==> src/rtl/mem_uart_pkg.sv <==
// Shared register map, STATUS bit positions and TX state encoding for mem_uart_tx.
package mem_uart_pkg;

    localparam logic [1:0] REG_DATA   = 2'd0;
    localparam logic [1:0] REG_STATUS = 2'd1;
    localparam logic [1:0] REG_DIV    = 2'd2;
    localparam logic [1:0] REG_NONE   = 2'd3;

    localparam int ST_BUSY    = 0;
    localparam int ST_FULL    = 1;
    localparam int ST_EMPTY   = 2;
    localparam int ST_OVF     = 3;
    localparam int ST_LVL_LSB = 4;

    typedef enum logic [1:0] {
        TX_IDLE  = 2'd0,
        TX_START = 2'd1,
        TX_DATA  = 2'd2,
        TX_STOP  = 2'd3
    } tx_state_t;

    // The STATUS level field is only three bits wide, so deeper FIFOs report 7.
    function automatic logic [2:0] sat_level(input logic [31:0] lvl);
        return (lvl > 32'd7) ? 3'd7 : lvl[2:0];
    endfunction

endpackage

==> src/rtl/sync_fifo.sv <==
// Single-clock FIFO; pointers carry one extra wrap bit so full and empty differ.
module sync_fifo #(
    parameter int WIDTH = 8,
    parameter int DEPTH = 4,
    localparam int AW = $clog2(DEPTH)
) (
    input  logic             clk,
    input  logic             rst_n,
    input  logic             push,
    input  logic [WIDTH-1:0] din,
    input  logic             pop,
    output logic [WIDTH-1:0] dout,
    output logic             full,
    output logic             empty,
    output logic [AW:0]      level
);

    logic [WIDTH-1:0] mem [DEPTH];
    logic [AW:0]      wr_ptr;
    logic [AW:0]      rd_ptr;
    logic             do_pop;
    logic             do_push;

    // A push into a full FIFO still lands when the head leaves in the same cycle.
    assign do_pop  = pop && !empty;
    assign do_push = push && (!full || do_pop);

    always_ff @(posedge clk or negedge rst_n) begin
        if (!rst_n) begin
            wr_ptr <= '0;
            rd_ptr <= '0;
        end else begin
            if (do_push) wr_ptr <= wr_ptr + 1'b1;
            if (do_pop)  rd_ptr <= rd_ptr + 1'b1;
        end
    end

    always_ff @(posedge clk) begin
        if (do_push) mem[wr_ptr[AW-1:0]] <= din;
    end

    assign dout  = mem[rd_ptr[AW-1:0]];
    assign empty = (wr_ptr == rd_ptr);
    assign full  = (wr_ptr[AW] != rd_ptr[AW]) && (wr_ptr[AW-1:0] == rd_ptr[AW-1:0]);
    assign level = wr_ptr - rd_ptr;

endmodule

==> src/rtl/mem_uart_tx.sv <==
// Memory-mapped UART transmitter: DATA/STATUS/DIV registers, TX FIFO and 8N1 serialiser.
module mem_uart_tx
    import mem_uart_pkg::*;
#(
    parameter logic [15:0] DIV_RESET  = 16'd104,
    parameter int          FIFO_DEPTH = 4
) (
    input  logic        clk,
    input  logic        rst_n,
    input  logic        mem_valid,
    output logic        mem_ready,
    input  logic [31:0] mem_addr,
    input  logic [31:0] mem_wdata,
    input  logic [3:0]  mem_wstrb,
    output logic [31:0] mem_rdata,
    output logic        uart_tx
);

    localparam int AW = $clog2(FIFO_DEPTH);

    // Handshake: mem_valid is sampled while mem_ready is low; mem_ready pulses for
    // exactly the following cycle with mem_rdata, and the master holds addr/wdata/wstrb
    // through that cycle, which is when a write takes effect.
    logic        ready_q;
    logic [31:0] rdata_q;
    logic        ovf_q;
    logic [15:0] divisor_q;

    logic [1:0]  sel;
    logic        sample;
    logic        wr_en;
    logic        push;
    logic        pop;
    logic        ovf_event;
    logic        ovf_clear;
    logic        div_wr;
    logic [15:0] div_new;
    logic [31:0] status_word;
    logic [31:0] read_data;
    logic        busy;

    logic        fifo_full;
    logic        fifo_empty;
    logic [AW:0] fifo_level;
    logic [7:0]  fifo_dout;

    tx_state_t   tx_state;
    tx_state_t   state_d;
    logic [15:0] bit_cnt_q, bit_cnt_d;
    logic [2:0]  bit_idx_q, bit_idx_d;
    logic [7:0]  shreg_q, shreg_d;
    logic [15:0] div_lat_q, div_lat_d;
    logic        bit_end;

    logic unused_bits;
    assign unused_bits = ^{mem_addr[31:4], mem_addr[1:0], mem_wdata[31:16], mem_wstrb[3:2]};

    assign sel       = mem_addr[3:2];
    assign sample    = mem_valid && !ready_q;
    assign wr_en     = ready_q && mem_valid && (mem_wstrb != 4'b0000);
    assign push      = wr_en && (sel == REG_DATA) && mem_wstrb[0];
    assign ovf_event = push && fifo_full && !pop;
    assign ovf_clear = wr_en && (sel == REG_STATUS) && mem_wstrb[0] && mem_wdata[3];
    assign div_wr    = wr_en && (sel == REG_DIV);
    assign busy      = (tx_state != TX_IDLE);

    always_comb begin
        div_new = divisor_q;
        if (mem_wstrb[0]) div_new[7:0]  = mem_wdata[7:0];
        if (mem_wstrb[1]) div_new[15:8] = mem_wdata[15:8];
        if (div_new == 16'd0) div_new = 16'd1;
    end

    always_comb begin
        status_word                       = '0;
        status_word[ST_BUSY]              = busy;
        status_word[ST_FULL]              = fifo_full;
        status_word[ST_EMPTY]             = fifo_empty;
        status_word[ST_OVF]               = ovf_q;
        status_word[ST_LVL_LSB +: 3]      = sat_level(32'(fifo_level));
    end

    always_comb begin
        read_data = '0;
        case (sel)
            REG_STATUS: read_data = status_word;
            REG_DIV:    read_data = {16'b0, divisor_q};
            default:    read_data = '0;
        endcase
    end

    always_ff @(posedge clk or negedge rst_n) begin
        if (!rst_n) begin
            ready_q   <= 1'b0;
            rdata_q   <= '0;
            ovf_q     <= 1'b0;
            divisor_q <= DIV_RESET;
        end else begin
            ready_q <= sample;
            rdata_q <= sample ? read_data : '0;
            if (ovf_event)      ovf_q <= 1'b1;
            else if (ovf_clear) ovf_q <= 1'b0;
            if (div_wr) divisor_q <= div_new;
        end
    end

    assign mem_ready = ready_q;
    assign mem_rdata = rdata_q;

    sync_fifo #(.WIDTH(8), .DEPTH(FIFO_DEPTH)) u_fifo (
        .clk   (clk),
        .rst_n (rst_n),
        .push  (push),
        .din   (mem_wdata[7:0]),
        .pop   (pop),
        .dout  (fifo_dout),
        .full  (fifo_full),
        .empty (fifo_empty),
        .level (fifo_level)
    );

    always_ff @(posedge clk or negedge rst_n) begin
        if (!rst_n) begin
            tx_state  <= TX_IDLE;
            bit_cnt_q <= '0;
            bit_idx_q <= '0;
            shreg_q   <= '0;
            div_lat_q <= 16'd1;
        end else begin
            tx_state  <= state_d;
            bit_cnt_q <= bit_cnt_d;
            bit_idx_q <= bit_idx_d;
            shreg_q   <= shreg_d;
            div_lat_q <= div_lat_d;
        end
    end

    // The divisor is latched at pop so DIV writes only affect later frames.
    assign bit_end = (bit_cnt_q == div_lat_q - 16'd1);

    always_comb begin
        state_d   = tx_state;
        bit_cnt_d = bit_cnt_q;
        bit_idx_d = bit_idx_q;
        shreg_d   = shreg_q;
        div_lat_d = div_lat_q;
        pop       = 1'b0;
        uart_tx   = 1'b1;
        case (tx_state)
            TX_IDLE: begin
                if (!fifo_empty) begin
                    pop       = 1'b1;
                    shreg_d   = fifo_dout;
                    div_lat_d = divisor_q;
                    bit_cnt_d = '0;
                    state_d   = TX_START;
                end
            end
            TX_START: begin
                uart_tx = 1'b0;
                if (bit_end) begin
                    bit_cnt_d = '0;
                    bit_idx_d = '0;
                    state_d   = TX_DATA;
                end else begin
                    bit_cnt_d = bit_cnt_q + 16'd1;
                end
            end
            TX_DATA: begin
                uart_tx = shreg_q[0];
                if (bit_end) begin
                    bit_cnt_d = '0;
                    shreg_d   = {1'b0, shreg_q[7:1]};
                    if (bit_idx_q == 3'd7) state_d = TX_STOP;
                    else bit_idx_d = bit_idx_q + 3'd1;
                end else begin
                    bit_cnt_d = bit_cnt_q + 16'd1;
                end
            end
            TX_STOP: begin
                if (bit_end) begin
                    bit_cnt_d = '0;
                    state_d   = TX_IDLE;
                end else begin
                    bit_cnt_d = bit_cnt_q + 16'd1;
                end
            end
            default: state_d = TX_IDLE;
        endcase
    end

endmodule

==> config.mk <==
export PLATFORM = sky130hd
export DESIGN_NAME = mem_uart_tx
export DESIGN_NICKNAME = d
export VERILOG_FILES = /design/src/rtl/mem_uart_pkg.sv /design/src/rtl/sync_fifo.sv /design/src/rtl/mem_uart_tx.sv
export SDC_FILE = /design/constraint.sdc
export NUM_CORES = 1
export LEC_CHECK = 0
export CORE_MARGIN = 4
export CORE_UTILIZATION = 40
export DETAILED_ROUTE_END_ITERATION = 6
export DONT_BUFFER_PORTS = 1
export PLACE_DENSITY = 0.64
export SETUP_SLACK_MARGIN = 0.05
export SYNTH_ARGS = -nofsm -noshare
export SYNTH_HDL_FRONTEND = slang
export SYNTH_SLANG_ARGS = --single-unit
==> constraint.sdc <==
create_clock -name clk -period 6.5 [get_ports clk]
set_input_delay 0.65 -clock clk [delete_from_list [all_inputs] [get_ports clk]]
set_output_delay 0.65 -clock clk [all_outputs]
set_load 0.02 [all_outputs]
==> reports/metrics.cfg, run 1 <==
[run_status]
status=finished, final reports clean

[final_layout]
area_delta_synth_final_pct=11.3
final_cell_mix=81 x dfrtp_1, 62 x nand2_1, 32 x edfxtp_1
drive_gt1_frac=0.136
fin_area_um2=6500
n_fill_cell=1279
diodes=0
final_common_cell=dfrtp_1
fin_util=0.461
instances_no_fill=709
nets=607

[floorplanning]
io_pins=105
num_rows=43
die_x_um=129
initial_core_util=0.414
core_area_um2=14100
dieArea_um2=16600
die_height_um=129

[synthesis]
ys_warn_count=0
synth_edf_count=32
synth-main-ff-cell=dfrtp_1
synthesis.area_um2=5840
synth_seq_cells=117
synthTopCellsByArea=dfrtp_1 35%, edfxtp_1 16%, ha_1 4.1%
yosysUniqueCellTypes=63
yosys.area.top_type_share=0.347
synth_seq_area_share=0.530
syn_inst=514
async_flop_share=0.726
syn_avg_cell_area_um2=11.4
yosys.area.top_type=dfrtp_1

[timing]
hold_viol=0
fmax_mhz=303
max-slew-margin-rel=0.269
post-route-min-period_ns=3.30
whs_ns=0.0796
tightest_slew_ns=1.09
drv_slew=0
fin_crit_sh=0.508
fin_worst_skew_ns=0.00690
worst_slack_ns=3.20
finalSetupViolCount=0
rsz0062_at_grt=no
setup_tns_ns=0

[clocking]
clk_pin_slew_ns=0.06
cts.sinks=117
clk_path_buf_depth=2
cts_post_setup_buffers_inserted=0
cts_buffers=17
cts_tree=yes
root_buffer=clkbuf_16
post_cts_resized=0
clk_latency_ns=0.41
htree_levels=4

[critical_path]
worstPathMaxFanout=8
slowest_delay_ns=0.62
cp_slowest_cell=nor4_1
crit_buf_inv=0
worstPathArrival_ns=3.60
crit_path_start_kind=register
required_ns=6.80
timing_worst_setup_path_type=reg2reg
crit_path_end_kind=register
path_cells=nor4_1, nand2_1, xnor2_1, a31oi_1, nor3b_1, nand4_1, a211oi_2, mux2_1
crit_family=simple AND/OR/NAND/NOR gates

[global_routing]
antenna_found_initial=0
grt_max_degree=82
grt_pass1_vias=3964
grt_pass1_wl_um=20200
track_usage=0.155
gr-total-overflow=0

[drt]
vias=3846
avgViaCountPerCell=5.42
dr.pass1.iters=4
ant_nets=0
detail_route.wirelength_um=12100
drc=0
routedWlPerCell_um=17.1
first_iter_violations=184

[place]
hpwl_um=8430
place_congestion=0.790
dp_slack_ns=3.21
dp_cells=676
place_area_um2=5910
portBuffers=0

[power]
total_power_mw=1.86
leakagePower_nw=2.82
powerDensity_nw_per_um2=286
vdd_ir_drop_max_v=0.000195

[hold_path]
worstHoldPathType=in2async

[flow_run]
cap_violations=0

## final timing paths
kind                       cells after the start     startpoint          endpoint  slack [ns]
setup / recovery                               8   div_lat_q[2]      bit_idx_q[0]        3.20
hold / removal                                 0          rst_n      divisor_q[5]        0.08
setup reg to reg                               8   div_lat_q[2]      bit_idx_q[0]        3.20
hold reg to reg                                2  div_lat_q[15]     div_lat_q[15]        0.50
max in group asynchronous                      1          rst_n      bit_idx_q[2]        6.05
min in group clk                               0   mem_wdata[4]  u_fifo.mem[3][4]        0.33
## synthesized netlist by cell type (all sizes together) (4+ instances only)
master	n
o21ai	10
ha	19
dfrtp	81
nand2	62
a31oi	13
edfxtp	32
mux2	18
or4	4
nand4	7
and3	17
or3	8
a21oi	18
nor4	8
nand3	7
mux4	8
a22oi	9
o221a	7
xor2	8
nand2b	10
xnor2	18
nor2b	4
nor3	14
clkbuf	15
dfstp	4
nor2	28
and2	4
buf	20
inv	18
or2b	4
## power by group
group | internal (mW) | switching, mW | leakage (nW)
sequential | 0.800 | 0.0459 | 1.39
combinational | 0.0573 | 0.0811 | 1.16
clock | 0.503 | 0.375 | 0.268
## cells by family (layout without fill, tap and decap cells)
| kind of cell | Yosys count | count (layout) | share of synthesized area |
|---|---|---|---|
| XOR/XNOR | 26 | 26 | 0.0390 |
| flip-flops | 117 | 117 | 0.530 |
| buffers and inverters | 53 | 53 | 0.0504 |
| adder cells (fa/ha/maj) | 20 | 20 | 0.0441 |
| AND/OR/NAND/NOR | 189 | 189 | 0.166 |
| AO/OA/AOI/OAI | 79 | 79 | 0.0999 |
| multiplexers | 29 | 29 | 0.0707 |
| other | 1 | 16 | 0.000642 |
## per-layer routing
layer / GRT usage / part of all wire / vias to the layer above
li1: - / - / 1828
met1: 0.196 / 0.44 / 1919
met2: 0.257 / 0.50 / 89
met4: 0.0482 / 0.0077 / 0
met3: 0.0465 / 0.045 / 10
met5: 0 / 0 / -
## area by class of cell
class	count	area, um2	share of cell area
Sequential cell	117	3090	0.476
Timing Repair Buffer	3	42.5	0.00655
Tap cell	180	225	0.0347
Clock buffer	17	425	0.0655
Multi-Input combinational cell	359	2510	0.386
Clock inverter	15	135	0.0208
Inverter	18	67.6	0.0104
## repair_timing
action                     CTS  global route
hold buffers                 1             0
setup endpoints to repair    0             0
hold endpoints to repair    81             0
## state kept, by name, summed over array words and instances, names as in the netlist
signal	cells
mem_ready	1
divisor_q	16
u_fifo.mem	32
div_lat_q	16
tx_state	2
ovf_q	1
shreg_q	8
bit_idx_q	3
u_fifo.rd_ptr	3
bit_cnt_q	16
u_fifo.wr_ptr	3
mem_rdata	16
## worst reg2reg max path, cell delays in order (launching register included)
cell and delay, ns:
dfrtp_1 0.45, nor4_1 0.62, nand2_1 0.23, xnor2_1 0.20, a31oi_1 0.21, nor3b_1 0.44
nand4_1 0.29, a211oi_2 0.38, mux2_1 0.36
Power figures use the tool's default switching activity.
==> run 2, diff against run 1 <==
==> constraint.sdc (replaced) <==
create_clock -name clk -period 3.15 [get_ports clk]
set_input_delay 0.315 -clock clk [delete_from_list [all_inputs] [get_ports clk]]
set_output_delay 0.315 -clock clk [all_outputs]
set_load 0.02 [all_outputs]
==> run 2 against run 1 <==
  * Sequential cell count unchanged
  * Sequential share of layout area fell by 2.0 points
  * Clock power grew 120%
  * Sequential power up 110%
  * First-iteration DRC count grew 14%
  * Final cell count up 3.4%
  * Non-clock buffer count up 24
  * Critical path type unchanged
  * Worst setup slack worse by 3.0 ns
  * Die area did not move
  * Clock skew rose by 0.0037 ns
  * Wire length is 2.4% higher
==> reports/metrics.cfg, run 2 (same netlist as run 1, synthesis figures left out) <==
[run_status]
status=finished, final reports clean

[timing]
drv_slew=0  ; unchanged
finalSetupViolCount=0  ; unchanged
fmax_mhz=335  ; +11%
fin_crit_sh=0.947  ; +0.439
rsz0062_at_grt=yes
whs_ns=0.0573  ; -0.0223 ns
hold_viol=0  ; unchanged
setup_tns_ns=0  ; unchanged
max-slew-margin-rel=0.442  ; +0.173
fin_worst_skew_ns=0.0106  ; +0.00371 ns
post-route-min-period_ns=2.98  ; -0.317 ns
tightest_slew_ns=0.832  ; -0.257 ns

[global_routing]
use_met3=0.0386  ; -0.00789
antenna_found_initial=0  ; unchanged
track_usage=0.159  ; +0.00394
gr-usage-met1=0.211  ; +0.0151
gr-total-overflow=0  ; unchanged
met2_usage=0.256  ; -0.00122
grt_max_degree=86  ; +4.9%
grt.busiest_layer=met2
grt_pass1_wl_um=20900  ; +3.5%
grt_pass1_vias=4089  ; +3.2%

[hold_path]
worstHoldPathType=in2reg
worstHoldPathCells=1

[final_layout]
n_fill_cell=1294  ; +1.2%
final_common_cell=dfrtp_1
final_cell_mix=81 x dfrtp_1, 62 x nand2_1, 32 x edfxtp_1
multi_input_area_um2=2560  ; +1.9%
nets=631  ; +4.0%
largest_reg_flops=32  ; unchanged
seq_area_um2=3090  ; unchanged
instances_no_fill=733  ; +3.4%
diodes=0  ; unchanged
drive_gt1_frac=0.170  ; +0.0339
fin_area_um2=6780  ; +4.4%
area_delta_synth_final_pct=16.2

[drt]
ant_nets=0  ; unchanged
routedWlPerCell_um=16.9  ; -0.99%
dr.pass1.iters=4  ; unchanged
first_iter_violations=209  ; +14%
avgViaCountPerCell=5.46  ; +0.72%
detail_route.wirelength_um=12400  ; +2.4%
vias=4005  ; +4.1%
drc=0  ; unchanged

[clocking]
htree_levels=4  ; unchanged
root_buffer=clkbuf_16
cts.sinks=117  ; unchanged
clk_path_buf_depth=2  ; unchanged
cts_buffers=17  ; unchanged
cts_tree=yes
clk_pin_slew_ns=0.06  ; about the same
clk_latency_ns=0.41  ; about the same

[critical_path]
worstPathMaxFanout=14  ; +6
timing_worst_setup_path_type=reg2reg
crit_path_end_kind=register
worstRegToRegCells=11  ; +3
worstPathArrival_ns=3.32  ; -0.28 ns
required_ns=3.48  ; -3.32 ns
crit_path_start_kind=register

[floorplanning]
num_rows=43  ; unchanged
initial_core_util=0.414  ; unchanged
core_area_um2=14100  ; unchanged
die_x_um=129  ; unchanged
dieArea_um2=16600  ; unchanged
io_pins=105  ; unchanged
die_height_um=129  ; unchanged

[place]
place_congestion=0.812  ; +2.7%
portBuffers=0  ; unchanged
place_area_um2=6010  ; +1.7%
dp_cells=689  ; +1.9%
hpwl_um=8580  ; +1.8%

[power]
p_int_mw=2.90  ; +110%
clkPwrFrac=0.480  ; +0.009
swShare=0.265  ; -0.00429
vdd_ir_drop_max_v=0.000496  ; +150%
switchingPower_mw=1.05  ; +110%
seqPwrFrac=0.443  ; -0.011
p_comb_frac=0.077  ; +0.003
leakagePower_nw=2.96  ; +4.8%
powerDensity_nw_per_um2=581  ; +100%

[flow_run]
cap_violations=0  ; unchanged

-- run 2: changes by cell type in the layout (fill, tap and decap cells not counted), sizes merged --
cell,previous run,this run
clkinvlp,3,1
dlygate4sd3,0,9
clkinv,3,4
buf,3,18
bufinv,0,1
-- run 2: final cells by class --
class                           count  share of cell area
Multi-Input combinational cell    359               0.377
Sequential cell                   117               0.456
Inverter                           18             0.00996
Clock inverter                     15              0.0234
Timing Repair Buffer               27              0.0380
Clock buffer                       17              0.0627
Tap cell                          180              0.0332
-- run 2: final timing paths --
kind | from | slack [ns] | endpoint
setup / recovery | div_lat_q[1] | 0.17 | bit_cnt_q[11]
hold / removal | mem_wdata[11] | 0.06 | divisor_q[11]
setup reg to reg | div_lat_q[1] | 0.17 | bit_cnt_q[11]
hold reg to reg | u_fifo.rd_ptr[2] | 0.49 | u_fifo.rd_ptr[2]
max in group asynchronous | rst_n | 2.33 | div_lat_q[0]
min in group asynchronous | rst_n | 0.48 | bit_cnt_q[11]
-- run 2: worst max-delay path, stage by stage (launching register included) --
cell and delay [ns]:
dfrtp_1 0.39, inv_1 0.09, ha_2 0.20, or3b_4 0.41, o41a_1 0.44, a41oi_2 0.21
o32ai_2 0.12, or2_4 0.28, a41oi_4 0.23, buf_12 0.16, or2b_1 0.23, a31oi_1 0.16
-- run 2: power by group through the flow --
stage,Clock (mW),Combinational (mW),Sequential (mW)
after floorplan,0,0.230,1.74
final,1.89,0.303,1.75
after detailed placement,0,0.265,1.77
after global routing,2.00,0.340,1.76
after CTS,1.92,0.305,1.75
after global placement,0,0.250,1.77
-- run 2: timing repair --
action,CTS,global route
pin swaps,0,2
hold buffers,10,0
endpoints found under the hold margin,117,0
cloned,0,0
setup buffers,0,2
gates resized for setup,2,8
setup endpoints to repair,7,27
-- run 2: layer usage --
| metal | share of wire | vias to the layer above |
|---|---|---|
| met2 | 0.50 | 89 |
| met3 | 0.042 | 18 |
| met1 | 0.44 | 2016 |
| met4 | 0.017 | 0 |
| met5 | 0 | - |
| li1 | - | 1882 |
-- run 2: metrics by stage --
| step | utilization | worst slack [ns] | power (mW) |
|---|---|---|---|
| 2_1_floorplan | - | 0.305 | 1.97 |
| 3_3_place_gp | 0.426 | 0.0721 | 2.02 |
| 3_5_place_dp | 0.426 | 0.00498 | 2.04 |
| 4_1_cts | 0.477 | 0.0714 | 3.97 |
| 5_1_grt | 0.481 | 0.0143 | 4.10 |
| 6_report | 0.481 | 0.167 | 3.94 |
==> run 3, diff against run 2 <==
--- a/config.mk
+++ b/config.mk
@@ -6,10 +6,10 @@
 export NUM_CORES = 1
 export LEC_CHECK = 0
 export CORE_MARGIN = 4
-export CORE_UTILIZATION = 40
+export CORE_UTILIZATION = 46
 export DETAILED_ROUTE_END_ITERATION = 6
 export DONT_BUFFER_PORTS = 1
-export PLACE_DENSITY = 0.64
+export PLACE_DENSITY = 0.71
 export SETUP_SLACK_MARGIN = 0.05
 export SYNTH_ARGS = -nofsm -noshare
 export SYNTH_HDL_FRONTEND = slang
==> run 3 against run 2 <==
  * Worst setup slack gained 0.084 ns
  * Final cell count decreased by 0.55%
  * Highest routed layer unchanged
  * Critical endpoint is now shreg_q[5]
  * Largest cell class unchanged
  * Non-clock buffer count rose by 8
==> reports/metrics.cfg, run 3 (same netlist as run 1, synthesis figures left out) <==
[timing]
fmax_mhz=345  ; +2.9%
drv_slew=0  ; unchanged
fin_crit_sh=0.920  ; -0.0267
rsz0062_at_grt=no
hold_viol=0  ; unchanged
post-route-min-period_ns=2.90  ; -0.0842 ns
setup_tns_ns=0  ; unchanged
finalSetupViolCount=0  ; unchanged
max-slew-margin-rel=0.537  ; +0.0952
fin_worst_skew_ns=0.00604  ; -0.00457 ns
tightest_slew_ns=0.695  ; -0.137 ns

[final_layout]
final_common_cell=dfrtp_1
drive_gt1_frac=0.180  ; +0.0101
area_delta_synth_final_pct=17.2
instances_no_fill=729  ; -0.55%
largest_reg_flops=32  ; unchanged
final_cell_mix=81 x dfrtp_1, 62 x nand2_1, 32 x edfxtp_1
diodes=0  ; unchanged
nets=639  ; +1.3%

[floorplanning]
die_x_um=121  ; -6.3%
io_pins=105  ; unchanged
num_rows=40  ; -7.0%
die_height_um=121  ; -6.3%
initial_core_util=0.478  ; +0.0639
dieArea_um2=14600  ; -12%
core_area_um2=12200  ; -13%

[drt]
dr.pass1.iters=4  ; unchanged
first_iter_violations=246  ; +18%
detail_route.wirelength_um=12800  ; +2.8%
drc=0  ; unchanged
avgViaCountPerCell=5.50  ; +0.67%
vias=4010  ; +0.12%
ant_nets=0  ; unchanged
routedWlPerCell_um=17.5  ; +3.4%

[power]
clkPwrFrac=0.491  ; +0.011
leakagePower_nw=3.01  ; +1.7%
seqPwrFrac=0.434  ; -0.009
p_comb_frac=0.074  ; -0.003
switchingPower_mw=1.05  ; +0.28%
p_int_mw=2.98  ; +2.8%
swShare=0.260  ; -0.00477
vdd_ir_drop_max_v=0.000458  ; -7.6%
powerDensity_nw_per_um2=588  ; +1.2%

[place]
dp_cells=684  ; -0.73%
hpwl_um=8670  ; +0.98%
place_congestion=0.854  ; +5.2%
portBuffers=0  ; unchanged

[global_routing]
track_usage=0.187  ; +0.0276
grt_max_degree=86  ; unchanged
gr-total-overflow=0  ; unchanged
antenna_found_initial=0  ; unchanged
grt_pass1_vias=4084  ; -0.12%
grt_pass1_wl_um=21100  ; +0.76%

[clocking]
cts_buffers=17  ; unchanged
clk_pin_slew_ns=0.06  ; about the same
cts_tree=yes
root_buffer=clkbuf_16
clk_latency_ns=0.42  ; about the same
cts.sinks=117  ; unchanged
htree_levels=4  ; unchanged
clk_path_buf_depth=2  ; unchanged

[critical_path]
cp_slowest_cell=or4_4
crit_buf_inv=0  ; -2
path_cells=or3_4, o41a_1, o32ai_2, nor2_1, or4_4, o221a_1
worstPathArrival_ns=3.20  ; -0.12 ns
crit_family=simple AND/OR/NAND/NOR gates
required_ns=3.45  ; -0.03 ns
slowest_delay_ns=0.61  ; +0.17 ns
crit_start=div_lat_q[3]
reg2reg_from=div_lat_q[3]
worstPathMaxFanout=8  ; -6
crit_path_start_kind=register
crit_path_end_kind=register
timing_worst_setup_path_type=reg2reg

[run_status]
status=finished, final reports clean

[hold_path]
holdCritStartpoint=mem_wdata[8]
worstHoldPathType=in2reg

[flow_run]
cap_violations=0  ; unchanged

## run 3: cell count changes in the layout (fill, tap and decap cells not counted), sizes merged
cell | previous run | this run
buf | 18 | 26
bufinv | 1 | 2
clkinv | 4 | 1
inv | 27 | 29
## run 3: worst reg2reg max path, stage by stage, from the launching register on
cell     delay (ns)
dfrtp_1        0.49
or3_4          0.48
o41a_1         0.48
o32ai_2        0.32
nor2_1         0.14
or4_4          0.62
o221a_1        0.26
## run 3: repair_timing
action | CTS | global route
gates cloned | 0 | 0
pin swaps | 0 | 2
setup buffers | 0 | 3
endpoints found under the setup margin | 7 | 26
endpoints found under the hold margin | 117 | 0
hold buffers | 10 | 0
resized for setup | 1 | 8
## run 3: layer usage
metal	track usage	vias up	part of all wire
li1	-	1909	-
met1	0.246	2003	0.45
met2	0.302	86	0.50
met3	0.0426	12	0.041
met4	0.0694	0	0.013
met5	0	-	0
## run 3: path summary, 6_finish.rpt
kind	endpoint	cells after the start	slack, ns
worst max-delay path	shreg_q[5]	6	0.25
worst min-delay path	divisor_q[8]	1	0.05
worst max register to register	shreg_q[5]	6	0.25
worst min register to register	u_fifo.wr_ptr[2]	1	0.50
max in group asynchronous	divisor_q[5]	2	2.31
min in group asynchronous	mem_rdata[0]	2	0.48
## run 3: power groups by stage
stage / sequential (mW) / clock, mW / combinational [mW]
5_1_grt: 1.76 / 2.08 / 0.343
2_1_floorplan: 1.74 / 0 / 0.230
3_3_place_gp: 1.76 / 0 / 0.247
6_report: 1.75 / 1.98 / 0.299
4_1_cts: 1.75 / 2.00 / 0.302
3_5_place_dp: 1.77 / 0 / 0.260
## run 3: per-stage QoR
step / total power, mW / cell area, um2 / setup WS (ns) / utilization / hold slack, ns
2_1_floorplan: 1.97 / 5900 / 0.305 / - / 0.0194
3_3_place_gp: 2.01 / 6040 / 0.0891 / 0.495 / 0.0214
3_5_place_dp: 2.03 / 6040 / 0.0462 / 0.495 / 0.0212
4_1_cts: 4.05 / 6770 / 0.0723 / 0.555 / 0.0340
5_1_grt: 4.18 / 6850 / 0.0770 / 0.561 / 0.0327
6_report: 4.02 / 6850 / 0.252 / 0.561 / 0.0462
## run 3: cell type report
| class | count | area (um2) |
|---|---|---|
| Sequential cell | 117 | 3090 |
| Clock inverter | 15 | 180 |
| Tap cell | 168 | 210 |
| Multi-Input combinational cell | 359 | 2550 |
| Clock buffer | 17 | 425 |
| Fill cell | 1020 | 5370 |
| Timing Repair Buffer | 35 | 318 |
| Inverter | 18 | 67.6 |
